## config.mk

```make
export PLATFORM = sky130hd
export DESIGN_NAME = calc_sequencer_flat
export DESIGN_NICKNAME = d
export VERILOG_FILES = /design/src/rtl/calc_sequencer_if.sv /design/src/rtl/calc_sequencer.sv /design/src/flat_wrapper.sv
export SDC_FILE = /design/constraint.sdc
export NUM_CORES = 1
export LEC_CHECK = 0
export CAP_MARGIN = 30
export CORE_ASPECT_RATIO = 1.5
export CORE_MARGIN = 4
export CORE_UTILIZATION = 40
export CTS_BUF_LIST = sky130_fd_sc_hd__clkbuf_8
export DETAILED_ROUTE_END_ITERATION = 8
export DONT_BUFFER_PORTS = 1
export PLACE_DENSITY = 0.6
export REMOVE_ABC_BUFFERS = 1
export SLEW_MARGIN = 20
export SYNTH_ARGS = -nofsm -noshare
export SYNTH_HDL_FRONTEND = slang
export SYNTH_SLANG_ARGS = --single-unit
```

## constraint.sdc

```tcl
create_clock -name clk -period 4.51 [get_ports clk]
set_clock_uncertainty 0.2 [all_clocks]
set_input_delay 0.451 -clock clk [delete_from_list [all_inputs] [get_ports clk]]
set_output_delay 0.451 -clock clk [all_outputs]
set_load 0.02 [all_outputs]
```

## src/rtl/calc_sequencer_if.sv

```systemverilog
// Keypad token, ALU handshake and display signals around the calculator sequencer.
// master is the sequencer side; slave is the keypad/ALU/display side.
interface calc_sequencer_if;
  logic [3:0]  num_val;
  logic [1:0]  op_val;
  logic        is_num;
  logic        is_op;
  logic        is_eq;
  logic        alu_start;
  logic [1:0]  alu_op;
  logic [15:0] alu_a;
  logic [15:0] alu_b;
  logic        alu_done;
  logic [15:0] alu_result;
  logic        alu_err;
  logic [15:0] data_out_bcd;
  logic        busy;
  logic        err;

  modport master (
    input  num_val, op_val, is_num, is_op, is_eq, alu_done, alu_result, alu_err,
    output alu_start, alu_op, alu_a, alu_b, data_out_bcd, busy, err
  );

  modport slave (
    output num_val, op_val, is_num, is_op, is_eq, alu_done, alu_result, alu_err,
    input  alu_start, alu_op, alu_a, alu_b, data_out_bcd, busy, err
  );
endinterface

```

## src/rtl/calc_sequencer.sv

```systemverilog
// Control FSM between the keypad token decoder and the BCD ALU: collects A, op and B,
// launches the ALU on '=', and presents the result (or EEEE on error) to the display.
module calc_sequencer #(
  parameter int unsigned DIGITS  = 4,
  parameter int unsigned TIMEOUT = 255
) (
  input logic              clk,
  input logic              rst,
  calc_sequencer_if.master bus
);
  localparam int unsigned     CntW    = $clog2(DIGITS + 1);
  localparam int unsigned     TmoW    = $clog2(TIMEOUT);
  localparam logic [CntW-1:0] CntMax  = CntW'(DIGITS);
  localparam logic [CntW-1:0] CntOne  = CntW'(1);
  localparam logic [TmoW-1:0] TmoLast = TmoW'(TIMEOUT - 1);
  localparam logic [15:0]     ErrCode = 16'hEEEE;

  typedef enum logic [2:0] {StA, StOp, StB, StCalc, StRes} state_e;

  state_e          state_q;
  logic [15:0]     a_q, b_q, r_q, disp_q;
  logic [CntW-1:0] cnt_a_q, cnt_b_q;
  logic [TmoW-1:0] tmo_q;
  logic [1:0]      op_q;
  logic            start_q, busy_q, err_q;

  logic            digit_ok;
  logic            a_take, b_take;
  logic [15:0]     a_shift, b_shift, digit_ext;

  assign digit_ok  = bus.num_val <= 4'd9;
  assign a_shift   = {a_q[11:0], bus.num_val};
  assign b_shift   = {b_q[11:0], bus.num_val};
  assign digit_ext = {12'h000, bus.num_val};
  // A leading zero on an empty operand is swallowed so it does not consume a digit slot.
  assign a_take    = (cnt_a_q != CntMax) && !((cnt_a_q == '0) && (bus.num_val == 4'd0));
  assign b_take    = (cnt_b_q != CntMax) && !((cnt_b_q == '0) && (bus.num_val == 4'd0));

  always_ff @(posedge clk) begin
    if (!rst) begin
      state_q <= StA;
      a_q     <= '0;
      b_q     <= '0;
      r_q     <= '0;
      disp_q  <= '0;
      cnt_a_q <= '0;
      cnt_b_q <= '0;
      tmo_q   <= '0;
      op_q    <= 2'b00;
      start_q <= 1'b0;
      busy_q  <= 1'b0;
      err_q   <= 1'b0;
    end else begin
      start_q <= 1'b0;
      unique case (state_q)
        StA: begin
          if (bus.is_num) begin
            if (digit_ok && a_take) begin
              a_q     <= a_shift;
              cnt_a_q <= cnt_a_q + 1'b1;
              disp_q  <= a_shift;
            end
          end else if (bus.is_op) begin
            op_q    <= bus.op_val;
            state_q <= StOp;
          end
        end
        StOp: begin
          if (bus.is_num) begin
            if (digit_ok) begin
              b_q     <= digit_ext;
              cnt_b_q <= CntOne;
              disp_q  <= digit_ext;
              state_q <= StB;
            end
          end else if (bus.is_op) begin
            op_q <= bus.op_val;
          end
        end
        StB: begin
          if (bus.is_num) begin
            if (digit_ok && b_take) begin
              b_q     <= b_shift;
              cnt_b_q <= cnt_b_q + 1'b1;
              disp_q  <= b_shift;
            end
          end else if (bus.is_eq && !bus.is_op) begin
            start_q <= 1'b1;
            busy_q  <= 1'b1;
            tmo_q   <= '0;
            state_q <= StCalc;
          end
        end
        StCalc: begin
          // alu_done is tested first so a reply on the timeout edge still counts.
          if (bus.alu_done) begin
            busy_q  <= 1'b0;
            state_q <= StRes;
            if (bus.alu_err) begin
              err_q  <= 1'b1;
              disp_q <= ErrCode;
            end else begin
              r_q    <= bus.alu_result;
              disp_q <= bus.alu_result;
            end
          end else if (tmo_q == TmoLast) begin
            busy_q  <= 1'b0;
            err_q   <= 1'b1;
            disp_q  <= ErrCode;
            state_q <= StRes;
          end else begin
            tmo_q <= tmo_q + 1'b1;
          end
        end
        StRes: begin
          if (bus.is_num) begin
            if (digit_ok) begin
              err_q   <= 1'b0;
              a_q     <= digit_ext;
              cnt_a_q <= CntOne;
              b_q     <= '0;
              cnt_b_q <= '0;
              disp_q  <= digit_ext;
              state_q <= StA;
            end
          end else if (bus.is_op && !err_q) begin
            // Chaining: the previous result becomes operand A.
            a_q     <= r_q;
            cnt_a_q <= CntMax;
            op_q    <= bus.op_val;
            disp_q  <= r_q;
            state_q <= StOp;
          end
        end
        default: state_q <= StA;
      endcase
    end
  end

  assign bus.alu_start    = start_q;
  assign bus.alu_op       = op_q;
  assign bus.alu_a        = a_q;
  assign bus.alu_b        = b_q;
  assign bus.data_out_bcd = disp_q;
  assign bus.busy         = busy_q;
  assign bus.err          = err_q;
endmodule

```

## src/flat_wrapper.sv

```systemverilog
// flat-port wrapper written by rule: the top's interface ports become plain ports
module calc_sequencer_flat 
#(
  parameter int unsigned DIGITS  = 4,
  parameter int unsigned TIMEOUT = 255
)
  (clk, rst, bus_num_val, bus_op_val, bus_is_num, bus_is_op, bus_is_eq, bus_alu_done, bus_alu_result, bus_alu_err, bus_alu_start, bus_alu_op, bus_alu_a, bus_alu_b, bus_data_out_bcd, bus_busy, bus_err);
  calc_sequencer_if bus_i ();
  input logic clk;
  input logic rst;
  input wire logic [$bits(bus_i.num_val)-1:0] bus_num_val;
  input wire logic [$bits(bus_i.op_val)-1:0] bus_op_val;
  input wire logic [$bits(bus_i.is_num)-1:0] bus_is_num;
  input wire logic [$bits(bus_i.is_op)-1:0] bus_is_op;
  input wire logic [$bits(bus_i.is_eq)-1:0] bus_is_eq;
  input wire logic [$bits(bus_i.alu_done)-1:0] bus_alu_done;
  input wire logic [$bits(bus_i.alu_result)-1:0] bus_alu_result;
  input wire logic [$bits(bus_i.alu_err)-1:0] bus_alu_err;
  output wire logic [$bits(bus_i.alu_start)-1:0] bus_alu_start;
  output wire logic [$bits(bus_i.alu_op)-1:0] bus_alu_op;
  output wire logic [$bits(bus_i.alu_a)-1:0] bus_alu_a;
  output wire logic [$bits(bus_i.alu_b)-1:0] bus_alu_b;
  output wire logic [$bits(bus_i.data_out_bcd)-1:0] bus_data_out_bcd;
  output wire logic [$bits(bus_i.busy)-1:0] bus_busy;
  output wire logic [$bits(bus_i.err)-1:0] bus_err;
  assign bus_i.num_val = bus_num_val;
  assign bus_i.op_val = bus_op_val;
  assign bus_i.is_num = bus_is_num;
  assign bus_i.is_op = bus_is_op;
  assign bus_i.is_eq = bus_is_eq;
  assign bus_i.alu_done = bus_alu_done;
  assign bus_i.alu_result = bus_alu_result;
  assign bus_i.alu_err = bus_alu_err;
  assign bus_alu_start = bus_i.alu_start;
  assign bus_alu_op = bus_i.alu_op;
  assign bus_alu_a = bus_i.alu_a;
  assign bus_alu_b = bus_i.alu_b;
  assign bus_data_out_bcd = bus_i.data_out_bcd;
  assign bus_busy = bus_i.busy;
  assign bus_err = bus_i.err;
  calc_sequencer #(.DIGITS(DIGITS), .TIMEOUT(TIMEOUT)) u_core (.clk(clk), .rst(rst), .bus(bus_i));
endmodule
```

After elaboration in Yosys (flattened, before gate mapping)
Cells that the tools add are included.
Word-level totals
  register bits: 86
  memories kept: 0
  bits of input ports: 29
  bits in read-only memories: 0
  bits in latches: 0
  word-level logic and storage cells: 145
  RAM bits: 0
Cells by class
  shift-type cells: 0
  divide/modulo/power cells: 0
  reductions and logical operators: 33
  multipliers: 0
  add/sub/neg operators: 3
  mux-type cells: 64
  eq/ne operators: 29
  magnitude comparators: 1
  bitwise logic cells: 3
Operators with widths (count)
  two-way mux 16 bit: 16
  one-hot mux 16 bit (5 select lines): 1
  two-way mux 3 bit: 20
  one-hot mux 16 bit (3 select lines): 1
  two-way mux 8 bit: 4
  one-hot mux 16 bit (2 select lines): 1
  != test 2 bit (second input constant): 11
  AND reduction 5 bit: 4
  one-hot mux 8 bit (2 select lines): 1
  one-hot mux 3 bit (5 select lines): 1
  != test 2 x 1 -> 1 bit (second input constant): 7
  two-way mux 1 bit: 10
  logical NOT 3 bit: 3
  != test 3 x 2 -> 1 bit (second input constant): 3
  != test 3 bit (second input constant): 3
  one-hot mux 3 bit (3 select lines): 1
  AND reduction 9 bit: 1
  adder 8 x 1 -> 8 bit (second input constant): 1
  == test 8 bit (second input constant): 1
  logical AND 1 bit: 8
  two-way mux 2 bit: 4
  AND reduction 8 bit: 1
  nonzero test 2 bit: 4
  AND reduction 7 bit: 1
  17 further kinds: 25

Depth between registers and ports, before layout
  depth after elaboration: 8
  gate-level depth with buffers: 8
  gate-level depth less buffers: 7

Worst setup path after synthesis
Ideal clock, no wire load.
  path type: reg2reg
  from: reg u_core.tmo_q[0]
  to: reg u_core.tmo_q[6]
  slack: 2.399 ns
  stages on the path, launching flop included: 9
  arrival time: 1.790 ns
  required time: 4.189 ns
  setup time: 0.121 ns
  path through: dfxtp_1 -> inv_1 -> ha_1 -> and3_1 -> a211o_1 -> buf_2 -> a211oi_1 -> xnor2_1 -> nor2_1
Between the ends
  longest elaborated chain between the ends: 4
Ends and longest elaborated chain
  from (decl): line calc_sequencer.sv:23  | logic [TmoW-1:0] tmo_q;
  from (signal assigned): line calc_sequencer.sv:112  | tmo_q <= tmo_q + 1'b1;
  adder 8 x 1 -> 8 bit: line calc_sequencer.sv:112
  two-way mux 8 bit: line calc_sequencer.sv:106  | end else if (tmo_q == TmoLast) begin
  two-way mux 8 bit: line calc_sequencer.sv:96  | if (bus.alu_done) begin
  one-hot mux 8 bit (2 select lines): line calc_sequencer.sv:55  | unique case (state_q)
Parallel ways exist; a longest one is shown, timed or not. The select of a mux whose other input is x is not followed.
A chain may end at the register's enable or synchronous reset.

Worst setup path in the final report
  from: reg u_core.state_q[0]
  to: reg u_core.disp_q[8] (netlist: u_core.bus.data_out_bcd[8])
Between the ends
  longest elaborated chain between the ends: 3
Ends and longest elaborated chain
  from (decl): line calc_sequencer.sv:20  | state_e state_q;
  from (signal assigned): line calc_sequencer.sv:41  | state_q <= StA;
  from (signal assigned): line calc_sequencer.sv:65  | state_q <= StOp;
  from (signal assigned): line calc_sequencer.sv:74  | state_q <= StB;
  == test 3 x 2 -> 1 bit, or another cell as far along: line calc_sequencer.sv:55
  != test 3 x 2 -> 1 bit (no source line), or another cell as far along
  AND reduction 8 bit (no source line)
  to (signal assigned): line calc_sequencer.sv:61  | disp_q <= a_shift;
  to (signal assigned): line calc_sequencer.sv:73  | disp_q <= digit_ext;
  to (signal assigned): line calc_sequencer.sv:85  | disp_q <= b_shift;
  to (decl): line calc_sequencer.sv:21  | logic [15:0] a_q, b_q, r_q, disp_q;
Parallel ways exist; a longest one is shown, timed or not.

==> flow_metrics.env <==
export IMPL_status="finished, final reports clean"
export IMPL_fmax_mhz=315.9
export IMPL_critPathKind="reg2reg"
export IMPL_dieArea_um2=12340
export IMPL_cp_data_required_time_ns=4.63
export IMPL_die_x_um=92.03
export IMPL_nNetsFinal=536
export IMPL_cp_start_kind="flip-flop"
export IMPL_ant_nets=0
export IMPL_cts_buffers=9
export IMPL_clock_latency_ns=0.37
export IMPL_fin_cells=647
export IMPL_clk_path_buf_depth=2
export IMPL_row_count=45
export IMPL_r2r_cells=4
export IMPL_core_area_um2=10250
export IMPL_boundaryPins=82
export IMPL_crit_start="u_core.state_q[0]"
export IMPL_power_leakage_uw=0.001503
export IMPL_reg2reg_slack_ns=1.34
export IMPL_setup_viol=0
export IMPL_die_h_um=134.0
export IMPL_place_ws_ns=1.389
export IMPL_ys_async_sr_fraction=0
export IMPL_synth_edf_count=0
export IMPL_power_uw=1668
export IMPL_start_util=0.4134
export IMPL_netlist_area_um2=4237
export IMPL_ys_seq_elements=86
export IMPL_cts_max_level=3
export IMPL_layout_drive_gt1_share=0.08498
export IMPL_grt_pass1_wl_um=20780
export IMPL_cts_sinks=86
export IMPL_drc=0
export IMPL_cp_endpoint="u_core.bus.data_out_bcd[8]"
export IMPL_cp_slowest_cell="a41oi_2"
export IMPL_dp_cells=616
export IMPL_crit_family="compound AO/OA/AOI/OAI gates"
export IMPL_hold_viol_final=0
export IMPL_yosys_warnings=0
export IMPL_grt_overflow_total=0
export IMPL_regToRegStartpoint="u_core.state_q[0]"
export IMPL_yosysSeqAreaShare=0.4064
export IMPL_cp_depth=4
export IMPL_path_max_fanout=15
export IMPL_tns_ns=0
export IMPL_wl_um=13240
export IMPL_antenna_found_initial=0
export IMPL_drv_slew=0
export IMPL_path_cells="nand3b_1 -> a211o_1 -> a41oi_2 -> a22o_1"
export IMPL_grt_max_degree=54
export IMPL_synth_cells=511
export IMPL_rsz0062_at_grt="no"
export IMPL_r2r_end="u_core.bus.data_out_bcd[8]"
export IMPL_path_clk_slew_ns=0.09
export IMPL_worstPathArrival_ns=3.28
export IMPL_drv_cap=0
export IMPL_cp_slowest_stage_delay_ns=0.74
export IMPL_viasPerCell=6.045
export IMPL_via_count=3911
export IMPL_clock_root_buffer="clkbuf_8"
export IMPL_vdd_drop_max_mv=0.1462
export IMPL_postSynthAreaPerCell_um2=8.291
export IMPL_postCtsSetupBuffers=0
export IMPL_gp_congestion=0.8388
export IMPL_worst_slack_ns=1.344
export IMPL_relSlewSlack=0.3449
export IMPL_first_pass_iters=5
export IMPL_nFillCells=1024
export IMPL_cp_num_buf_inv=0
export IMPL_fin_crit_ns=3.166
export IMPL_antenna_cells=0
export IMPL_grt_pass1_vias=3756
export IMPL_p_per_area_nw_per_um2=357.1
export IMPL_cts_tree="done"
export IMPL_dp_hpwl_um=8976
export IMPL_yosys_cell_types_count=59
export IMPL_syn2layout_area_growth_pct=10.28
export IMPL_wire_per_inst_um=20.47
export IMPL_synth_ff_type="dfxtp_1"
export IMPL_min_path_type="in2reg"
export IMPL_portBuffers=0
export IMPL_period_share=0.7019
export IMPL_end_kind="flip-flop"
export IMPL_drtIter0Drc=253
export IMPL_grt_usage=0.2142
export IMPL_worst_slew_pin_slew_ns=0.9803
[layout by cell type, fill, tap and decap left out, drive strengths merged, types with 7 or more instances in the layout]
cell and n:
a21oi 46, nand2 73, dfxtp 86, mux2i 12, a22oi 8, xnor2 9, o2bb2ai 12, a31oi 23
nor2 34, buf 7, or3 9, a211oi 16, inv 13, dlygate4sd3 14, clkbuf 9, o21ai 32
a311oi 8, nor2b 7, nand3 14
[flip-flops by register name (all words and copies together), names as in the netlist, 2 cells and up]
signal / flops
u_core.cnt_a_q: 3
u_core.r_q: 16
u_core.bus.data_out_bcd: 16
u_core.bus.alu_a: 16
u_core.tmo_q: 8
u_core.cnt_b_q: 3
u_core.bus.alu_op: 2
u_core.state_q: 3
u_core.bus.alu_b: 16
[logic make-up (layout without fill, tap and decap cells)]
group,after synthesis,after routing,synth area share
DFF,86,86,0.4064
xor gates and xnor gates,9,9,0.01861
AOI/OAI and AO/OA,180,180,0.2835
and+or+nand+nor,164,164,0.1893
buffers and inverters,53,48,0.05345
adders and majority gates,6,6,0.01772
muxes,13,13,0.03101
[through the flow]
stage | util | instance area, um^2 | hold slack (ns)
after floorplan | - | 4051 | 0.2366
after global placement | 0.4160 | 4263 | 0.2437
after detailed placement | 0.4186 | 4289 | 0.2472
after CTS | 0.4540 | 4652 | 0.002002
after global routing | 0.4559 | 4672 | 0.006047
final | 0.4559 | 4672 | 0.01310
[power breakdown]
group	switching, uW	internal, uW	total (uW)
clock network	296	314	610
registers	74.5	792	867
logic	112	78.5	191
[timing repair]
action,in CTS,in global routing
hold buffers,14,0
resized for setup,0,0
endpoints found under the hold margin,15,0
[synthesized netlist by cell type, types with 6 or more instances]
master	n	area [um^2]
a211oi_1	16	120.1
a21oi_1	46	230.2
a22oi_1	8	60.06
a311oi_1	8	70.07
a31oi_1	23	143.9
buf_2	16	80.08
clkbuf_1	23	86.33
dfxtp_1	86	1722
ha_1	6	75.07
inv_1	10	37.54
mux2i_1	12	120.1
nand2_1	73	274.0
nand3_1	13	65.06
nor2_1	32	120.1
nor2b_1	7	43.79
o21ai_0	30	150.1
o2bb2ai_1	12	105.1
or3_1	9	56.30
xnor2_1	9	78.83
[routing by layer]
metal,part of all wire,global-route usage,up-vias
met5,0,0,-
met2,0.50,0.3585,160
met1,0.37,0.2401,1867
li1,-,-,1853
met4,0.039,0.1107,0
met3,0.086,0.07239,31
[layout make-up]
cell class | instances | area [um^2] | area share
Clock inverter | 7 | 98.84 | 0.02116
Clock buffer | 9 | 123.9 | 0.02651
Inverter | 11 | 41.29 | 0.008838
Multi-Input combinational cell | 372 | 2301 | 0.4925
Sequential cell | 86 | 1722 | 0.3685
Timing Repair Buffer | 21 | 209.0 | 0.04472
Tap cell | 141 | 176.4 | 0.03776
[worst min path at each step]
stage                            start        endpoint  slack, ns  depth (start not counted)
finish              bus_alu_result[10]  u_core.r_q[10]       0.01                          2
global route        bus_alu_result[10]  u_core.r_q[10]      0.006                          2
CTS                 bus_alu_result[10]  u_core.r_q[10]      0.002                          2
detailed placement       u_core.r_q[2]   u_core.r_q[2]       0.25                          2
global placement         u_core.r_q[5]   u_core.r_q[5]       0.24                          2
floorplan               u_core.r_q[11]  u_core.r_q[11]       0.24                          2
Note: power is estimated with default switching activity, not from simulation.
